`src/rtl/inert_intf.sv`:
```
// Inertial sensor front end: configures the sensor over the SPI master, then on
// every data-ready interrupt reads pitch rate and Z acceleration and strobes vld.
module inert_intf #(
  parameter int INIT_W = 16
) (
  input  logic        clk,
  input  logic        rst_n,
  input  logic        INT,
  input  logic        done,
  input  logic [15:0] rd_data,
  output logic        wrt,
  output logic [15:0] cmd,
  output logic        vld,
  output logic [15:0] ptch_rt,
  output logic [15:0] AZ
);

  typedef enum logic [3:0] {
    INIT_WAIT,
    CFG0,
    CFG1,
    CFG2,
    CFG3,
    WAIT_INT,
    RD_PL,
    RD_PH,
    RD_AL,
    RD_AH
  } state_t;

  state_t            state_q, state_d;
  logic              issue_q, issue_d;
  logic [INIT_W-1:0] cnt_q, cnt_d;
  logic              int_ff1_q, int_ff1_d;
  logic              int_ff2_q, int_ff2_d;
  logic              wrt_q, wrt_d;
  logic [15:0]       cmd_q, cmd_d;
  logic              vld_q, vld_d;
  logic [15:0]       ptch_q, ptch_d;
  logic [15:0]       az_q, az_d;
  logic [7:0]        pl_q, pl_d;
  logic [7:0]        ph_q, ph_d;
  logic [7:0]        al_q, al_d;

  logic [7:0] rd_byte;
  logic       unused_rd_hi;

  // The sensor returns one register byte per read; the upper half of the word is don't-care.
  assign rd_byte      = rd_data[7:0];
  assign unused_rd_hi = ^rd_data[15:8];

  function automatic logic [15:0] cmd_for(input state_t s);
    case (s)
      CFG0:    cmd_for = 16'h0D02;
      CFG1:    cmd_for = 16'h1053;
      CFG2:    cmd_for = 16'h1150;
      CFG3:    cmd_for = 16'h1460;
      RD_PL:   cmd_for = 16'hA200;
      RD_PH:   cmd_for = 16'hA300;
      RD_AL:   cmd_for = 16'hAC00;
      RD_AH:   cmd_for = 16'hAD00;
      default: cmd_for = 16'h0000;
    endcase
  endfunction

  function automatic state_t next_for(input state_t s);
    case (s)
      CFG0:    next_for = CFG1;
      CFG1:    next_for = CFG2;
      CFG2:    next_for = CFG3;
      RD_PL:   next_for = RD_PH;
      RD_PH:   next_for = RD_AL;
      RD_AL:   next_for = RD_AH;
      default: next_for = WAIT_INT;
    endcase
  endfunction

  // Command states: issue_q high = issue phase (pulse wrt), low = wait for done.
  always_comb begin
    state_d   = state_q;
    issue_d   = issue_q;
    cnt_d     = cnt_q;
    int_ff1_d = INT;
    int_ff2_d = int_ff1_q;
    wrt_d     = 1'b0;
    cmd_d     = cmd_q;
    vld_d     = 1'b0;
    ptch_d    = ptch_q;
    az_d      = az_q;
    pl_d      = pl_q;
    ph_d      = ph_q;
    al_d      = al_q;
    case (state_q)
      INIT_WAIT: begin
        cnt_d = cnt_q + INIT_W'(1);
        if (&cnt_q) begin
          state_d = CFG0;
          issue_d = 1'b1;
        end
      end
      WAIT_INT: begin
        if (int_ff2_q) begin
          state_d = RD_PL;
          issue_d = 1'b1;
        end
      end
      default: begin
        if (issue_q) begin
          wrt_d   = 1'b1;
          cmd_d   = cmd_for(state_q);
          issue_d = 1'b0;
        end else if (done) begin
          state_d = next_for(state_q);
          issue_d = 1'b1;
          // Published words only change once the whole burst has been read.
          case (state_q)
            RD_PL: pl_d = rd_byte;
            RD_PH: ph_d = rd_byte;
            RD_AL: al_d = rd_byte;
            RD_AH: begin
              ptch_d = {ph_q, pl_q};
              az_d   = {rd_byte, al_q};
              vld_d  = 1'b1;
            end
            default: ;
          endcase
        end
      end
    endcase
  end

  always_ff @(posedge clk or negedge rst_n) begin
    if (!rst_n) begin
      state_q   <= INIT_WAIT;
      issue_q   <= 1'b0;
      cnt_q     <= '0;
      int_ff1_q <= 1'b0;
      int_ff2_q <= 1'b0;
      wrt_q     <= 1'b0;
      cmd_q     <= 16'h0000;
      vld_q     <= 1'b0;
      ptch_q    <= 16'h0000;
      az_q      <= 16'h0000;
      pl_q      <= 8'h00;
      ph_q      <= 8'h00;
      al_q      <= 8'h00;
    end else begin
      state_q   <= state_d;
      issue_q   <= issue_d;
      cnt_q     <= cnt_d;
      int_ff1_q <= int_ff1_d;
      int_ff2_q <= int_ff2_d;
      wrt_q     <= wrt_d;
      cmd_q     <= cmd_d;
      vld_q     <= vld_d;
      ptch_q    <= ptch_d;
      az_q      <= az_d;
      pl_q      <= pl_d;
      ph_q      <= ph_d;
      al_q      <= al_d;
    end
  end

  assign wrt     = wrt_q;
  assign cmd     = cmd_q;
  assign vld     = vld_q;
  assign ptch_rt = ptch_q;
  assign AZ      = az_q;

endmodule
```
`config.mk`:
```
export PLATFORM = sky130hd
export DESIGN_NAME = inert_intf
export DESIGN_NICKNAME = d
export VERILOG_FILES = /design/src/rtl/inert_intf.sv
export SDC_FILE = /design/constraint.sdc
export NUM_CORES = 1
export LEC_CHECK = 0
export ABC_CLOCK_PERIOD_IN_PS = 2920
export BUFFER_PORTS_ARGS = -buffer_cell sky130_fd_sc_hd__buf_4
export CAP_MARGIN = 25
export CORE_UTILIZATION = 40
export DETAILED_ROUTE_END_ITERATION = 6
export PLACE_DENSITY = 0.59
export SKIP_CTS_REPAIR_TIMING = 1
export SLEW_MARGIN = 20
export SYNTH_ARGS = -nofsm -noshare
export SYNTH_HDL_FRONTEND = slang
export SYNTH_SLANG_ARGS = --single-unit
```
`constraint.sdc`:
```
create_clock -name clk -period 2.92 [get_ports clk]
set_input_delay 0.73 -clock clk [delete_from_list [all_inputs] [get_ports clk]]
set_output_delay 0.73 -clock clk [all_outputs]
set_load 0.01 [all_outputs]
```
==> results of run 1 <==
## cell type report
| class | instances | area, um2 | area share |
|---|---|---|---|
| repair buffers | 63 | 473 | 0.104 |
| clock inverters | 7 | 70.1 | 0.0154 |
| clock buffers | 9 | 124 | 0.0273 |
| well taps | 129 | 161 | 0.0356 |
| flip-flops and latches | 91 | 2280 | 0.502 |
| multi-input cells | 183 | 1420 | 0.312 |
| inverters | 5 | 18.8 | 0.00413 |
## per-stage QoR
step	instance area [um2]	util	cells	power (mW)
final	4540	0.491	487	4.14
after global routing	4540	0.491	487	4.45
after CTS	4540	0.491	487	4.20
after detailed placement	4350	0.470	471	3.36
after global placement	4350	0.470	471	3.33
after floorplan	3810	-	296	2.85
## cell families (layout without fill, tap and decap cells)
kind of cell	count (synthesis)	count (layout)	share of synthesized area
other	1	4	0.000987
AND/OR/NAND/NOR	73	73	0.0964
flip-flops	91	91	0.599
XOR/XNOR	15	15	0.0346
adder cells (fa/ha/maj)	5	5	0.0165
AO/OA/AOI/OAI	22	22	0.0332
buffers and inverters	22	84	0.0316
multiplexers	64	64	0.188
## worst max path at each step
stage,start,end
finish,state_q[1],pl_q[7]
global placement,state_q[1],ph_q[5]
detailed placement,state_q[1],pl_q[0]
CTS,state_q[1],pl_q[7]
floorplan,state_q[1],state_q[1]
global route,state_q[1],ph_q[7]
## cell usage after synthesis, types with 2 or more instances
master,count,area share
xor2_1,5,0.012
nor4_1,2,0.0033
nor2b_1,3,0.0049
nand2b_1,3,0.0049
o31ai_1,2,0.0039
and4_1,2,0.0046
mux2i_1,6,0.016
nand3b_1,2,0.0039
nand3_1,4,0.0053
nand4_1,6,0.0099
mux2_2,58,0.17
clkbuf_1,4,0.0039
nand2_1,26,0.026
o21ai_0,14,0.018
xnor2_1,10,0.023
buf_4,6,0.012
nor3_1,2,0.0026
dfrtp_1,91,0.60
inv_1,5,0.0049
nor2_2,3,0.0049
o22ai_1,2,0.0033
ha_1,5,0.016
nor2_1,15,0.015
buf_2,6,0.0079
## worst max-delay path: cells and delay by family (launching register included)
kind          cells  cell delay [ns]
buf+inv           1             0.13
flops             1             0.52
simple gates      2             0.76
mux               1             0.38
fa+ha+maj         1             0.33
## metal layers
metal  wire length (um)  share of wire
met3                350          0.051
met5                  0              0
met2               3180           0.47
met4                 84          0.012
met1               3190           0.47
## flip-flops by register name, summed over array words and instances (netlist names)
name	flops
ph_q	8
AZ	16
state_q	4
int_ff1_q	1
vld	1
pl_q	8
cmd	10
int_ff2_q	1
cnt_q	16
al_q	8
wrt	1
issue_q	1
ptch_rt	16
## report_power, final
part | total, mW | switching [mW] | leakage [nW] | internal (mW)
Sequential | 1.96 | 0.298 | 1.22 | 1.67
Combinational | 1.36 | 0.629 | 0.970 | 0.729
Clock | 0.817 | 0.486 | 0.0951 | 0.331
==> flow_metrics.py, run 1 <==
metrics = {
    "die": {
        "die_h_um": 99.5,
        "io_pins": 70,
        "rows": 35,
        "die_w_um": 99.5,
        "core_um2": 9240,
        "dieArea_um2": 9900,
        "start_util": 0.411,
    },
    "routing": {
        "drc_errors": 0,
        "wl_per_cell_um": 14.0,
        "vias": 2379,
        "vias_per_cell": 4.89,
        "wirelength_um": 6800,
        "drtAntennaViolNets": 0,
        "first_pass_iters": 4,
        "drt_iter0_drc": 78,
    },
    "setup_path": {
        "reg2reg_slack_ns": 0.69,
        "cp_slowest_stage_delay_ns": 0.52,
        "worstReg2RegStart": "state_q[1]",
        "crit_type": "reg -> reg",
        "worstPathArrival_ns": 2.47,
        "critPathSlowestCell": "dfrtp_1",
        "worstPathRequired_ns": 3.16,
        "worstPathCellList": "inv_1 -> ha_1 -> nor4_1 -> nand2_1 -> mux2_2",
        "cp-start-kind": "flip-flop",
        "endpoint_kind": "flip-flop",
        "r2r-end": "pl_q[7]",
        "worst-path-max-fanout": 11,
        "worstRegToRegCells": 5,
    },
    "synth": {
        "synth_edf_count": 0,
        "synth_area_per_cell_um2": 13.0,
        "ys_types": 35,
        "async_flop_share": 1.00,
        "synth.cell_area_um2": 3800,
        "netlist_instances": 293,
        "ys_ff_latch": 91,
        "synth_flop_cell": "dfrtp_1",
        "yosysSeqAreaShare": 0.599,
        "yosys_warnings": 0,
    },
    "clock_tree": {
        "cts.sinks": 91,
        "cts_tree": "yes",
        "cts_buffers": 9,
        "cts.path.max_buffers": 2,
        "clk_latency_ns": 0.36,
        "h-tree-depth": 3,
        "clkTransAtPathRegs_ns": 0.10,
        "clock-root-buffer": "clkbuf_8",
    },
    "sta": {
        "setup_slack_ns": 0.691,
        "setup_viol": 0,
        "max_freq_ghz": 0.449,
        "period_minus_slack_ns": 2.23,
        "drv_slew": 0,
        "fin_setup_tns_ns": 0,
        "whs_ns": 0.320,
        "post-route-period-util": 0.763,
        "slew_headroom": 0.627,
        "tightest_slew_ns": 0.560,
        "final_hold_viol_count": 0,
        "finClkSkew_ns": 0.0118,
        "rsz0062_at_grt": "no",
    },
    "place": {
        "place_worst_setup_slack_ns": 0.699,
        "place_hpwl_um": 4560,
        "gp_congestion": 0.779,
        "port_buffers": 57,
    },
    "worst_hold_path": {
        "hp-class": "in -> async",
    },
    "global_routing": {
        "grt_pass1_wl_um": 11600,
        "use_met3": 0.0436,
        "grt-ovfl-total": 0,
        "met1_usage": 0.196,
        "grt_start_max_net_pins": 38,
        "antenna_found_initial": 0,
        "busiest_layer": "met2",
        "grt_use_total": 0.151,
        "met2_usage": 0.243,
        "grt_pass1_vias": 2407,
    },
    "layout": {
        "fillers": 877,
        "drive_above_1_share": 0.397,
        "area_growth_pct": 19.4,
        "diodes": 0,
        "layout_common_cells": "91 x dfrtp_1, 63 x buf_4, 58 x mux2_2, 26 x nand2_1, 15 x nor2_1",
        "layout_commonest_cell": "dfrtp_1",
        "nNetsFinal": 378,
    },
    "power_and_ir_drop": {
        "leakage_nw": 2.28,
        "p_per_area_nw_per_um2": 912,
        "ir_drop_mv": 0.461,
    },
    "status": {
        "status": "completed",
    },
    "flow_run": {
        "cap_viol_max_count": 0,
    },
}
(Power assumes the default switching activity.)
==> run 2, diff against run 1 <==
Settings changed: ABC_CLOCK_PERIOD_IN_PS 2920 to 2000, PLACE_DENSITY 0.59 to 0.61.
Clock period 2.92 ns to 2 ns, I/O delays scaled along.
==> flow_metrics.py, run 2 (synthesis gave the netlist of run 1 again) <==
metrics = {
    "global_routing": {
        "grt_pass1_wl_um": 11600,
        "grt-ovfl-total": 0,
        "grt_pass1_vias": 2370,
        "grt_start_max_net_pins": 35,
        "antenna_found_initial": 0,
        "grt_use_total": 0.153,
    },
    "die": {
        "io_pins": 70,
        "die_w_um": 99.5,
        "rows": 35,
        "dieArea_um2": 9900,
        "die_h_um": 99.5,
        "start_util": 0.411,
        "core_um2": 9240,
    },
    "layout": {
        "layout_commonest_cell": "dfrtp_1",
        "nNetsFinal": 389,
        "final_cells": 498,
        "layout_common_cells": "91 x dfrtp_1, 71 x buf_4, 58 x mux2_2, 26 x nand2_1, 15 x nor2_1",
        "utilization": 0.506,
        "area_growth_pct": 22.9,
        "diodes": 0,
        "fillers": 831,
        "drive_above_1_share": 0.417,
    },
    "clock_tree": {
        "cts_tree": "yes",
        "cts_buffers": 9,
        "clkTransAtPathRegs_ns": 0.11,
        "cts.sinks": 91,
        "clock-root-buffer": "clkbuf_8",
        "clk_latency_ns": 0.36,
        "h-tree-depth": 3,
        "cts.path.max_buffers": 2,
    },
    "setup_path": {
        "critPathSlowestCell": "or3b_4",
        "endpoint_kind": "flip-flop",
        "worst-path-max-fanout": 6,
        "crit_type": "reg -> reg",
        "worstPathCellList": "inv_1 -> ha_1 -> or3b_4 -> o2111ai_1 -> mux2_2",
        "worstRegToRegCells": 5,
        "cp-start-kind": "flip-flop",
        "worstReg2RegStart": "state_q[0]",
        "reg2reg_slack_ns": 0.11,
        "r2r-end": "state_q[1]",
        "cp_slowest_stage_delay_ns": 0.44,
        "worstPathArrival_ns": 2.14,
        "worstPathRequired_ns": 2.25,
    },
    "routing": {
        "drtAntennaViolNets": 0,
        "wirelength_um": 6900,
        "first_pass_iters": 4,
        "wl_per_cell_um": 13.9,
        "vias": 2382,
        "drt_iter0_drc": 68,
        "drc_errors": 0,
        "vias_per_cell": 4.78,
    },
    "worst_hold_path": {
        "hp-class": "in -> async",
    },
    "power_and_ir_drop": {
        "p_per_area_nw_per_um2": 1340,
        "power_mw": 6.27,
        "leakage_nw": 2.38,
        "ir_drop_mv": 0.602,
    },
    "place": {
        "place_hpwl_um": 4690,
        "port_buffers": 57,
        "gp_congestion": 0.822,
        "dpl.cell_count": 482,
    },
    "sta": {
        "final_hold_viol_count": 0,
        "finClkSkew_ns": 0.0121,
        "setup_viol": 0,
        "post-route-period-util": 0.947,
        "fin_setup_tns_ns": 0,
        "drv_slew": 0,
        "max_freq_ghz": 0.528,
        "period_minus_slack_ns": 1.89,
        "rsz0062_at_grt": "no",
    },
    "status": {
        "status": "completed",
    },
    "flow_run": {
        "cap_viol_max_count": 0,
    },
}
[run 2: how the worst max path moves through the flow]
stage                          start          to  depth (start not counted)
after floorplan           state_q[1]  state_q[1]                          6
after global placement    state_q[0]  state_q[1]                          5
after detailed placement  state_q[0]  state_q[1]                          5
after CTS                 state_q[0]  state_q[1]                          5
after global routing      state_q[0]  state_q[1]                          5
final                     state_q[0]  state_q[1]                          5
[run 2: area by class of cell]
| type | count | area (um2) | share of cell area |
|---|---|---|---|
| sequential | 91 | 2280 | 0.487 |
| multi-input combinational | 183 | 1420 | 0.305 |
| timing repair buffer | 74 | 593 | 0.127 |
| tap | 129 | 161 | 0.0345 |
| clock buffer | 10 | 138 | 0.0295 |
| clock inverter | 6 | 60.1 | 0.0129 |
| inverter | 5 | 18.8 | 0.00402 |
[run 2: power by group]
part / switching (mW) / internal (mW) / total, mW
Clock: 0.716 / 0.524 / 1.24
Sequential: 0.319 / 2.43 / 2.75
Combinational: 1.07 / 1.21 / 2.28
Total: 2.11 / 4.16 / 6.27
[run 2: worst max-delay path, delay by kind of cell (launching register included)]
kind                       cells  cell delay [ns]
muxes                          1             0.36
DFF                            1             0.42
buffers and inverters          1             0.11
adders and majority gates      1             0.19
AOI/OAI and AO/OA              1             0.26
and+or+nand+nor                1             0.44
[run 2: metal layers]
metal	routed length (um)	vias to the layer above	track usage
li1	-	1142	-
met1	3200	1183	0.198
met2	3250	50	0.236
met3	384	7	0.0590
met4	74	0	0.0509
met5	0	-	0
[run 2: metrics by stage]
stage          hold WS, ns  cell area, um2  setup slack (ns)
6_report            0.0886            4670             0.105
5_1_grt             0.0957            4670            0.0504
4_1_cts             0.0781            4660            0.0469
3_5_place_dp         0.337            4470            0.0770
3_3_place_gp         0.335            4470            0.0816
2_1_floorplan        0.204            3810             0.110
==> run 3, diff against run 2 <==
Settings changed: ABC_AREA set to 1, BUFFER_PORTS_ARGS -buffer_cell sky130_fd_sc_hd__buf_4 to not set, CORE_UTILIZATION 40 to 55, DONT_BUFFER_PORTS set to 1, PLACE_DENSITY 0.61 to 0.71.
==> flow_metrics.py, run 3 <==
metrics = {
    "synth": {
        "synth_common_cells": "91 x dfrtp_1, 80 x nand2_1, 32 x nor2_1, 30 x inv_1, 20 x mux2_2",
        "ys_types": 33,
        "ys_ff_latch": 91,
        "synth_area_per_cell_um2": 10.4,
        "yosys.area_share.simple": 0.190,
        "synth_compound_area_frac": 0.0797,
        "synth.cell_area_um2": 3990,
        "synthTopCellsByArea": "dfrtp_1 57%, nand2_1 7.5%, mux2_2 5.7%",
        "yosysSeqAreaShare": 0.571,
        "synth_area_leader_cell": "dfrtp_1",
        "yosysMostFrequentCell": "dfrtp_1",
        "yosys.area_share.xor_xnor": 0.0242,
        "synth_fa_ha_area_frac": 0.0157,
        "synth_edf_count": 0,
        "netlist_instances": 382,
        "synth_top_area_frac": 0.571,
        "async_flop_share": 1.00,
        "synth_top_family_by_area": "simple AND/OR/NAND/NOR gates",
        "synth_flop_cell": "dfrtp_1",
        "synth_mux_area_frac": 0.0565,
        "yosys_warnings": 0,
    },
    "setup_path": {
        "worstPathCellList": "inv_1 -> ha_1 -> nand2_4 -> nand2_4 -> inv_2 -> nand4_4 -> nand2_1 -> o21ai_2",
        "critical_path_depth": 8,
        "critPathSlowestCell": "dfrtp_1",
        "worst-path-max-fanout": 16,
        "r2r-end": "pl_q[1]",
        "cp-start-kind": "flip-flop",
        "critPathTopFamily": "simple AND/OR/NAND/NOR gates",
        "cp_slowest_stage_delay_ns": 0.44,
        "reg2reg_slack_ns": 0.23,
        "worstRegToRegCells": 8,
        "crit_start": "state_q[0]",
        "worstPathArrival_ns": 2.01,
        "cp_num_buf_inv": 2,
        "crit_type": "reg -> reg",
        "endpoint_kind": "flip-flop",
        "worstPathRequired_ns": 2.25,
        "worstReg2RegStart": "state_q[0]",
        "endpoint": "pl_q[1]",
        "path_common_cell": "nand2_4",
    },
    "status": {
        "violations": "negative hold slack",
        "status": "finished, violations left",
    },
    "sta": {
        "final_hold_viol_count": 91,
        "rsz0062_at_grt": "no",
        "setup_viol": 0,
        "post-route-period-util": 0.885,
        "drv_slew": 0,
        "fin_setup_tns_ns": 0,
        "whs_ns": -0.170,
        "finClkSkew_ns": 0.00468,
        "period_minus_slack_ns": 1.77,
        "max_freq_ghz": 0.565,
    },
    "layout": {
        "diodes": 0,
        "layout_commonest_cell": "dfrtp_1",
        "drive_above_1_share": 0.203,
        "regArea_um2": 2280,
        "nNetsFinal": 410,
        "layout_common_cells": "91 x dfrtp_1, 80 x nand2_1, 32 x nor2_1, 30 x inv_1, 20 x mux2_2",
        "fillers": 584,
        "area_growth_pct": 6.25,
        "multiInputGateArea_um2": 1470,
        "final_cells": 485,
    },
    "clock_tree": {
        "h-tree-depth": 3,
        "cts.path.max_buffers": 2,
        "clock-root-buffer": "clkbuf_8",
        "cts_tree": "yes",
        "clk_latency_ns": 0.35,
        "cts.sinks": 91,
        "cts_buffers": 9,
        "clkTransAtPathRegs_ns": 0.09,
    },
    "die": {
        "io_pins": 70,
        "rows": 30,
        "dieArea_um2": 7590,
        "die_h_um": 87.1,
        "core_um2": 6910,
        "die_w_um": 87.1,
        "start_util": 0.577,
    },
    "place": {
        "dpl.cell_count": 470,
        "place_hpwl_um": 4870,
        "gp_congestion": 0.868,
        "port_buffers": 0,
    },
    "routing": {
        "drc_errors": 0,
        "wl_per_cell_um": 14.5,
        "drtAntennaViolNets": 0,
        "drt_iter0_drc": 125,
        "vias_per_cell": 5.16,
        "first_pass_iters": 4,
        "vias": 2504,
        "wirelength_um": 7020,
    },
    "global_routing": {
        "grt_pass1_vias": 2454,
        "grt_use_total": 0.204,
        "grt_pass1_wl_um": 11500,
        "grt-ovfl-total": 0,
        "grt_start_max_net_pins": 92,
        "antenna_found_initial": 0,
    },
    "flow_run": {
        "cap_viol_max_count": 0,
    },
    "power_and_ir_drop": {
        "leakage_nw": 2.13,
        "ir_drop_mv": 0.428,
        "p_per_area_nw_per_um2": 736,
    },
    "worst_hold_path": {
        "hp-class": "in -> async",
    },
}
run 3: changes by cell type in the layout (fill, tap and decap cells not counted), moves of 4 or more:
cell     before  now
nand3_1       4   16
o21ai_0      13    8
nand2_2       0    5
buf_4        71    2
xnor2_1      10    5
o21ai_2       0   16
nand2_1      26   80
nor2_4        0    4
nor2_1       15   32
a21oi_1       1   19
mux2i_1       6    0
mux2_2       58   20
inv_1         5   30
run 3: worst min path at each step:
stage | startpoint | endpoint | slack, ns | cells after the start
after floorplan | rst_n | AZ[0] | 0.20 | 0
after global placement | rst_n | cnt_q[11] | 0.21 | 0
after detailed placement | rst_n | cnt_q[11] | 0.21 | 0
after global routing | rst_n | cnt_q[5] | -0.21 | 0
final | rst_n | cnt_q[15] | -0.17 | 0
after CTS | rst_n | ptch_rt[0] | -0.19 | 0
run 3: power breakdown:
part           leakage (nW)  switching [mW]  internal [mW]
logic                 0.807          0.0171        0.00168
clock network        0.0938           0.670          0.586
registers              1.23        0.000744           1.84
run 3: logic make-up after synthesis:
| kind of cell | after synthesis |
|---|---|
| multiplexers | 20 |
| flip-flops | 91 |
| buffers and inverters | 48 |
| AND/OR/NAND/NOR | 156 |
| adder cells (fa/ha/maj) | 5 |
| other | 1 |
| XOR/XNOR | 11 |
| AO/OA/AOI/OAI | 50 |
run 3: cell type report:
type	instances	area share
Clock buffer	9	0.0293
Timing Repair Buffer	3	0.00827
Sequential cell	91	0.538
Tap cell	96	0.0284
Clock inverter	6	0.0174
Multi-Input combinational cell	246	0.348
Inverter	34	0.0307
run 3: through the flow:
step                      setup slack, ns  hold slack [ns]  utilization  area (um2)  total power, mW
after floorplan                     0.307            0.204            -        4000             1.90
after global placement              0.262            0.208        0.584        4040             1.90
after detailed placement            0.242            0.207        0.584        4040             1.90
after CTS                           0.223           -0.191        0.613        4230             3.15
after global routing               0.0814           -0.205        0.613        4230             3.23
final                               0.231           -0.170        0.613        4230             3.12
run 3: routing by layer:
layer / wire [um] / GRT usage
met1: 3070 / 0.251
met5: 0 / 0
met4: 88 / 0.0760
met2: 3410 / 0.334
met3: 450 / 0.0711
